<file path="src/rtl/nrisc_pkg.sv">
// Shared nRISC register-file types and defaults.
// Typedefs describe the default 8-bit / 4-register configuration.
package nrisc_pkg;

  localparam int DATA_W_DEF = 8;
  localparam int ADDR_W_DEF = 2;
  localparam int ZERO_IDX   = 0;

  typedef logic [ADDR_W_DEF-1:0] regaddr_t;
  typedef logic [DATA_W_DEF-1:0] word_t;

endpackage

</file>
<file path="src/rtl/regfile_scoreboard.sv">
// Pending-write scoreboard: one bit per register, set by mark, cleared by write.
// Lookups return either the current or the post-edge vector depending on BYPASS.
module regfile_scoreboard
  import nrisc_pkg::*;
#(
  parameter int ADDR_W   = ADDR_W_DEF,
  parameter bit ZERO_REG = 1'b0,
  parameter bit BYPASS   = 1'b1
) (
  input  logic              clock,
  input  logic              reset,
  input  logic              wr_en,
  input  logic [ADDR_W-1:0] wr_addr,
  input  logic              mark_en,
  input  logic [ADDR_W-1:0] mark_addr,
  input  logic [ADDR_W-1:0] look_a,
  input  logic [ADDR_W-1:0] look_b,
  output logic              hit_a,
  output logic              hit_b
);

  localparam int NREG = 1 << ADDR_W;
  localparam logic [ADDR_W-1:0] ZERO_ADDR = ADDR_W'(ZERO_IDX);

  logic [NREG-1:0] pend;
  logic [NREG-1:0] pend_next;
  logic [NREG-1:0] view;

  // Mark is applied after the clear so a same-cycle mark overrides the write.
  // NOTE: start from a full default so every path assigns pend_next; no latch.
  always_comb begin
    pend_next = pend;
    if (wr_en && !(ZERO_REG && wr_addr == ZERO_ADDR))
      pend_next[wr_addr] = 1'b0;
    if (mark_en && !(ZERO_REG && mark_addr == ZERO_ADDR))
      pend_next[mark_addr] = 1'b1;
  end

  // NOTE: state uses non-blocking assignment so all flops see pre-edge values.
  always_ff @(posedge clock or posedge reset) begin
    if (reset) pend <= '0;
    else       pend <= pend_next;
  end

  always_comb begin
    view = BYPASS ? pend_next : pend;
  end

  assign hit_a = view[look_a];
  assign hit_b = view[look_b];

endmodule

</file>
<file path="src/rtl/banco_registradores_param.sv">
// Parametrised nRISC register bank: one write port, two registered read ports,
// a free-running accumulator read, optional write bypass and zero register.
module banco_registradores_param
  import nrisc_pkg::*;
#(
  parameter int DATA_W   = DATA_W_DEF,
  parameter int ADDR_W   = ADDR_W_DEF,
  parameter bit ZERO_REG = 1'b0,
  parameter bit BYPASS   = 1'b1,
  parameter int ACC_IDX  = 0
) (
  input  logic              clock,
  input  logic              reset,
  input  logic              wr_en,
  input  logic [ADDR_W-1:0] wr_addr,
  input  logic [DATA_W-1:0] wr_data,
  input  logic              rd_en,
  input  logic [ADDR_W-1:0] rd_addr_a,
  input  logic [ADDR_W-1:0] rd_addr_b,
  input  logic              mark_en,
  input  logic [ADDR_W-1:0] mark_addr,
  output logic [DATA_W-1:0] rd_data_a,
  output logic [DATA_W-1:0] rd_data_b,
  output logic              pend_a,
  output logic              pend_b,
  output logic [DATA_W-1:0] rd_data_acc
);

  localparam int NREG = 1 << ADDR_W;
  localparam logic [ADDR_W-1:0] ACC_ADDR  = ADDR_W'(ACC_IDX);
  localparam logic [ADDR_W-1:0] ZERO_ADDR = ADDR_W'(ZERO_IDX);

  generate
    if (ZERO_REG && ACC_IDX == ZERO_IDX) begin : g_bad_acc_zero
      $error("ACC_IDX must not select the hardwired zero register");
    end
    if (ACC_IDX < 0 || ACC_IDX >= NREG) begin : g_bad_acc_range
      $error("ACC_IDX out of range");
    end
  endgenerate

  logic [DATA_W-1:0] regs      [NREG];
  logic [DATA_W-1:0] regs_next [NREG];
  logic [DATA_W-1:0] view      [NREG];
  logic              wr_ok;
  logic              hit_a;
  logic              hit_b;

  // With ZERO_REG the zero slot is never written, so it reads 0 on its own.
  assign wr_ok = wr_en && !(ZERO_REG && wr_addr == ZERO_ADDR);

  always_comb begin
    regs_next = regs;
    if (wr_ok) regs_next[wr_addr] = wr_data;
  end

  always_comb begin
    view = BYPASS ? regs_next : regs;
  end

  // NOTE: the array sits on the async reset because reset must clear all
  // register contents; this keeps it in flops rather than a RAM macro.
  always_ff @(posedge clock or posedge reset) begin
    if (reset) begin
      for (int i = 0; i < NREG; i++) regs[i] <= '0;
    end else begin
      regs <= regs_next;
    end
  end

  regfile_scoreboard #(
    .ADDR_W   (ADDR_W),
    .ZERO_REG (ZERO_REG),
    .BYPASS   (BYPASS)
  ) u_scoreboard (
    .clock     (clock),
    .reset     (reset),
    .wr_en     (wr_en),
    .wr_addr   (wr_addr),
    .mark_en   (mark_en),
    .mark_addr (mark_addr),
    .look_a    (rd_addr_a),
    .look_b    (rd_addr_b),
    .hit_a     (hit_a),
    .hit_b     (hit_b)
  );

  always_ff @(posedge clock or posedge reset) begin
    if (reset) begin
      rd_data_a   <= '0;
      rd_data_b   <= '0;
      pend_a      <= 1'b0;
      pend_b      <= 1'b0;
      rd_data_acc <= '0;
    end else begin
      rd_data_acc <= view[ACC_ADDR];
      if (rd_en) begin
        rd_data_a <= view[rd_addr_a];
        rd_data_b <= view[rd_addr_b];
        pend_a    <= hit_a;
        pend_b    <= hit_b;
      end
    end
  end

endmodule
</file>
<file path="config.mk">
export PLATFORM = sky130hd
export DESIGN_NAME = banco_registradores_param
export DESIGN_NICKNAME = d
export VERILOG_FILES = /design/src/rtl/nrisc_pkg.sv /design/src/rtl/regfile_scoreboard.sv /design/src/rtl/banco_registradores_param.sv
export SDC_FILE = /design/constraint.sdc
export NUM_CORES = 1
export LEC_CHECK = 0
export ABC_AREA = 1
export CAP_MARGIN = 20
export CORE_MARGIN = 8
export CORE_UTILIZATION = 35
export DETAILED_ROUTE_END_ITERATION = 6
export GPL_TIMING_DRIVEN = 0
export PLACE_DENSITY = 0.67
export SLEW_MARGIN = 0
export SYNTH_ARGS = -nofsm -noshare
export SYNTH_HDL_FRONTEND = slang
export SYNTH_SLANG_ARGS = --single-unit
</file>
<file path="constraint.sdc">
create_clock -name clock -period 3.75 [get_ports clock]
set_clock_uncertainty 0.05 [all_clocks]
set_input_delay 0.75 -clock clock [delete_from_list [all_inputs] [get_ports clock]]
set_output_delay 0.75 -clock clock [all_outputs]
set_load 0.02 [all_outputs]
</file>
# == Yosys cells after proc, flatten, opt, wreduce, memory -nomap -nowiden ==
# Cells that the tools add are included.
# totals
reg_bits,54
# classes
magnitude_cmp,10
n_mux,20
n_bitwise,6
reduce_logical,3
# op_table
op,n
$mux W8,5
$bmux W8 S2,2
$bwmux W32,1
$mux W32,1
$demux W8 S2,1
$lt A2 B3 Y1 const B,4
$ge A3 B3 Y1 const B,3
$not A2 Y3,3
$mux W4,2
$and A4 B4 Y4,1
$bmux W1 S2,2
$demux W1 S2,2
$ge A2 B1 Y1 const B,2
$mux W1,4
$not A4 Y4,1
$or A4 B4 Y4,1
$logic_and A1 B1 Y1,3
$lt A3 B1 Y1 const B,1

# == Longest topological paths before layout ==
# logic_depth
word_depth,11
mapped_depth,9
ltp_nobuf,8

# == By module ==
# Synthesis repeated with hierarchy kept, for this count alone.
# hier_totals
hier_cells,396
area_unflattened_um2,3143.0
# by_module_without_submodules
module,instances,cells_per_inst,area_each_um2,seq_area_each_um2
banco_registradores_param,1,353,2864.0,1251.2
regfile_scoreboard,1,43,279.0,100.1

# == Least setup slack after synthesis ==
# OpenSTA, ideal clock, no wires.
# synth_path
path_kind,input to register
from,in wr_addr[1]
to,reg pend_a
t_arrival_ns,1.479
setup_slack_ns,2.105
cell_stages,9
cell_sequence,buf_6 -> inv_8 -> nand3_2 -> nand2_1 -> nand3_1 -> nand3_1 -> nand2_1 -> nand2_1 -> nand2_1
# synth_between
elab_chain_cells,11
word_cells_on_any_way,12
cone_classes,order compare (2); mux (6); bitwise (3); reduce/logical (1)
# synth_rtl
element,line_no,source
from (decl),banco_registradores_param.sv:15,"input logic [ADDR_W-1:0] wr_addr,"
$lt A2 B3 Y1 (not written as such) or $ge A2 B1 Y1 (tied branches),regfile_scoreboard.sv:34,pend_next[wr_addr] = 1'b0;
$logic_and A1 B1 Y1 (not written as such),regfile_scoreboard.sv:34,
$mux W1 (not written as such),regfile_scoreboard.sv:34,
$demux W1 S2 (*),-,
$not A4 Y4 (no source line) (*),-,
$and A4 B4 Y4 (no source line) (*),-,
$mux W4 (*),regfile_scoreboard.sv:33,if (wr_en && !(ZERO_REG && wr_addr == ZERO_ADDR))
$or A4 B4 Y4 (no source line),-,
$mux W4 (*),regfile_scoreboard.sv:35,if (mark_en && !(ZERO_REG && mark_addr == ZERO_ADDR))
$bmux W1 S2 (*),regfile_scoreboard.sv:49,assign hit_a = view[look_a];
$mux W1 (not written as such) (*),regfile_scoreboard.sv:49,
to (signal assigned),banco_registradores_param.sv:100,pend_a <= hit_a;
to (decl),banco_registradores_param.sv:24,"output logic pend_a,"
# Mark *: on every way between the ends. The rest lies on a longest branch, timed or not. The select of a mux whose other input is x is not followed.
# A chain may end at the register's enable or synchronous reset.

# == Worst setup path in the final report ==
# layout_path
from,reg rd_data_acc[6]
to,out rd_data_acc[6]
# layout_rtl
element,line_no,source
from (decl),banco_registradores_param.sv:26,output logic [DATA_W-1:0] rd_data_acc
from (signal assigned),banco_registradores_param.sv:96,rd_data_acc <= view[ACC_ADDR];
# No word-level cell between the ends.

==> out/qor.txt <==
Drt initial violations -> 283
Leakage -> 1.90 nW
Crit path arrival time -> 1.39 ns
Die area -> 12000 µm²
Syn. warnings -> 0
Post-layout util -> 42.9%
Final net count -> 452
Share of layout cells above drive strength 1 -> 12.8%
Drt pass-1 iters -> 5
IO Pins -> 47
Largest net degree at the start of global routing -> 34
# port buffers -> 38
Final HPWL DP -> 6650 µm
Hold Vio Cnt, Final -> 0
Synth Area in XOR/XNOR -> 0%
Compound-Gate Fraction of Synth Area -> 0%
Die X -> 110 µm
Max-slew violations -> 0
CTS Hold Bufs -> 0
Initial core utilization -> 35.6%
Core Area -> 8640 µm²
Max IR drop VDD -> 0.192 mV
Via-to-Cell Ratio -> 5.49
Kind of end point of the critical path -> output pin
Status -> finished clean
Initial antenna violation count -> 0
Max_cap viols -> 0
Pint -> 1.01 mW
Gr ovfl total -> 0
Post-CTS Setup Bufs -> 0
Overall Power -> 1.54 mW
Total CTS buffers -> 5
Root buffer cell -> clkbuf_8
Final instance area -> 3700 µm²
Seq/Total Area, Yosys -> 44.0%
First-pass GRT wire length -> 14700 µm
Simple-gate share of the synthesized area -> 45.7%
RSZ-0062 raised after global routing -> false
Max frequency -> 458 MHz
Dpl cell area -> 3620 µm²
Cells after synthesis -> 385
Dpl ws -> 1.62 ns
Clock Power Share -> 21.5%
Crit share post-route -> 58.3%
Max_slew headroom -> 52.7%
CTS tree -> yes
Comb pwr share -> 32.6%
Mux contribution to synthesized area -> 0%
Final ANT Viol Nets -> 0
Placed cell count -> 532
P_sw -> 0.535 mW
Fin worst setup slack -> 1.56 ns
Setup TNS -> 0 ns
Routed length per instance -> 16.8 µm
Post-Syn Nets -> 406
Total Routing Usage GR -> 15.7%
Clock transition at the registers of the reported paths -> 0.10 ns
# clock sinks -> 54
Post-synth cell types -> 16
Main combinational cell family by area after synthesis -> simple AND/OR/NAND/NOR gates
Max FO, Critical Path -> 2
Post-Syn Area -> 3070 µm²
Clock insertion delay at the later pin of the skew report -> 0.32 ns
Critical path class -> reg -> out
Ant diodes -> 0
Syn avg cell area -> 7.98 µm²
Commonest non-fill, non-tap cell in the layout -> nand2_1
Worst min path class -> reg -> reg
Worst hold slack -> 0.442 ns
DRC -> 0
Final wirelength -> 9060 µm
Yosys reg bits -> 54
Placer Congestion -> 0.900
Vias -> 2960
Longest Clk Path Bufs -> 2
Seq pwr share -> 45.9%
Endpoints failing setup -> 0
Post_cts resized -> 0
Vias in the first global route -> 2797
H-tree depth -> 2
Power density over cell area -> 417 nW/µm²
Die extent in y -> 110 µm
Fin cells -> 539
Most frequent cells in the layout -> nand2_1 (144), nand3_1 (112), dfrtp_1 (54)
Syn-to-layout area delta -> 20.4%
Sw Share -> 34.7%
Tmin final -> 2.19 ns
Startpoint Class -> register
Worst Max-Slew Pin Slew -> 0.708 ns
Req. time, crit path -> 2.95 ns
Post-synthesis adder-cell area fraction -> 0%
Row count -> 34
-- cell families (layout without fill, tap and decap cells) --
logic type,after synthesis,count (layout)
DFF,54,54
and+or+nand+nor,292,292
buffers and inverters,39,85
-- state kept, by name (all words and copies together), names as in the netlist --
register and count:
pend_a 1, pend_b 1, rd_data_a 8, rd_data_acc 8
rd_data_b 8, regs 24, u_scoreboard.pend 4
-- critical path, cell delays in order (launching register included) --
cell and delay, ns:
dfrtp_1 0.37, buf_4 0.11, clkdlybuf4s50_1 0.59
-- synth_stat cells --
| library cell | instances | area, µm² |
|---|---|---|
| clkinv_1 | 3 | 11.3 |
| nand4_1 | 22 | 138 |
| nand3_1 | 112 | 561 |
| inv_1 | 3 | 11.3 |
| inv_8 | 2 | 22.5 |
| clkbuf_1 | 1 | 3.75 |
| nand4_2 | 10 | 125 |
| buf_2 | 4 | 20.0 |
| buf_4 | 11 | 82.6 |
| buf_12 | 1 | 20.0 |
| nand3_2 | 4 | 40.0 |
| dfrtp_1 | 54 | 1350 |
| nand2_1 | 144 | 541 |
| inv_2 | 2 | 7.51 |
| clkbuf_8 | 2 | 27.5 |
| buf_6 | 10 | 113 |
-- path summary, 6_finish.rpt --
kind	start	slack, ns	cells after the start	end
max	rd_data_acc[6]	1.56	2	rd_data_acc[6]
min	rd_data_a[5]	0.44	2	rd_data_a[5]
min reg2reg	rd_data_a[5]	0.44	2	rd_data_a[5]
min in group asynchronous	reset	0.81	2	rd_data_a[4]
max reg2reg	rd_data_acc[1]	2.66	6	rd_data_a[1]
max in group asynchronous	reset	2.28	3	regs[15]
-- per-layer routing --
layer / wire length [µm] / track usage, % / up-vias
met5: 0 / 0 / -
met4: 198 / 5.40 / 0
met3: 829 / 3.46 / 17
met2: 4060 / 24.4 / 153
met1: 3980 / 21.0 / 1394
li1: - / - / 1396
-- cell type report --
cell class | count | area [µm²]
Multi-Input combinational cell | 292 | 1400
Fill cell | 888 | 4930
Buffer | 29 | 267
Clock buffer | 5 | 68.8
Clock inverter | 2 | 15.0
Inverter | 10 | 52.6
Timing Repair Buffer | 39 | 408
Sequential cell | 54 | 1350
Tap cell | 108 | 135
-- power by group through the flow --
stage	clock (mW)	combinational (mW)	sequential, mW
after global placement	0	0.492	0.718
after detailed placement	0	0.503	0.720
final	0.332	0.502	0.708
after CTS	0.336	0.504	0.709
after global routing	0.359	0.556	0.718
after floorplan	0	0.280	0.751
No activity file was read; power rests on OpenSTA's default activity.
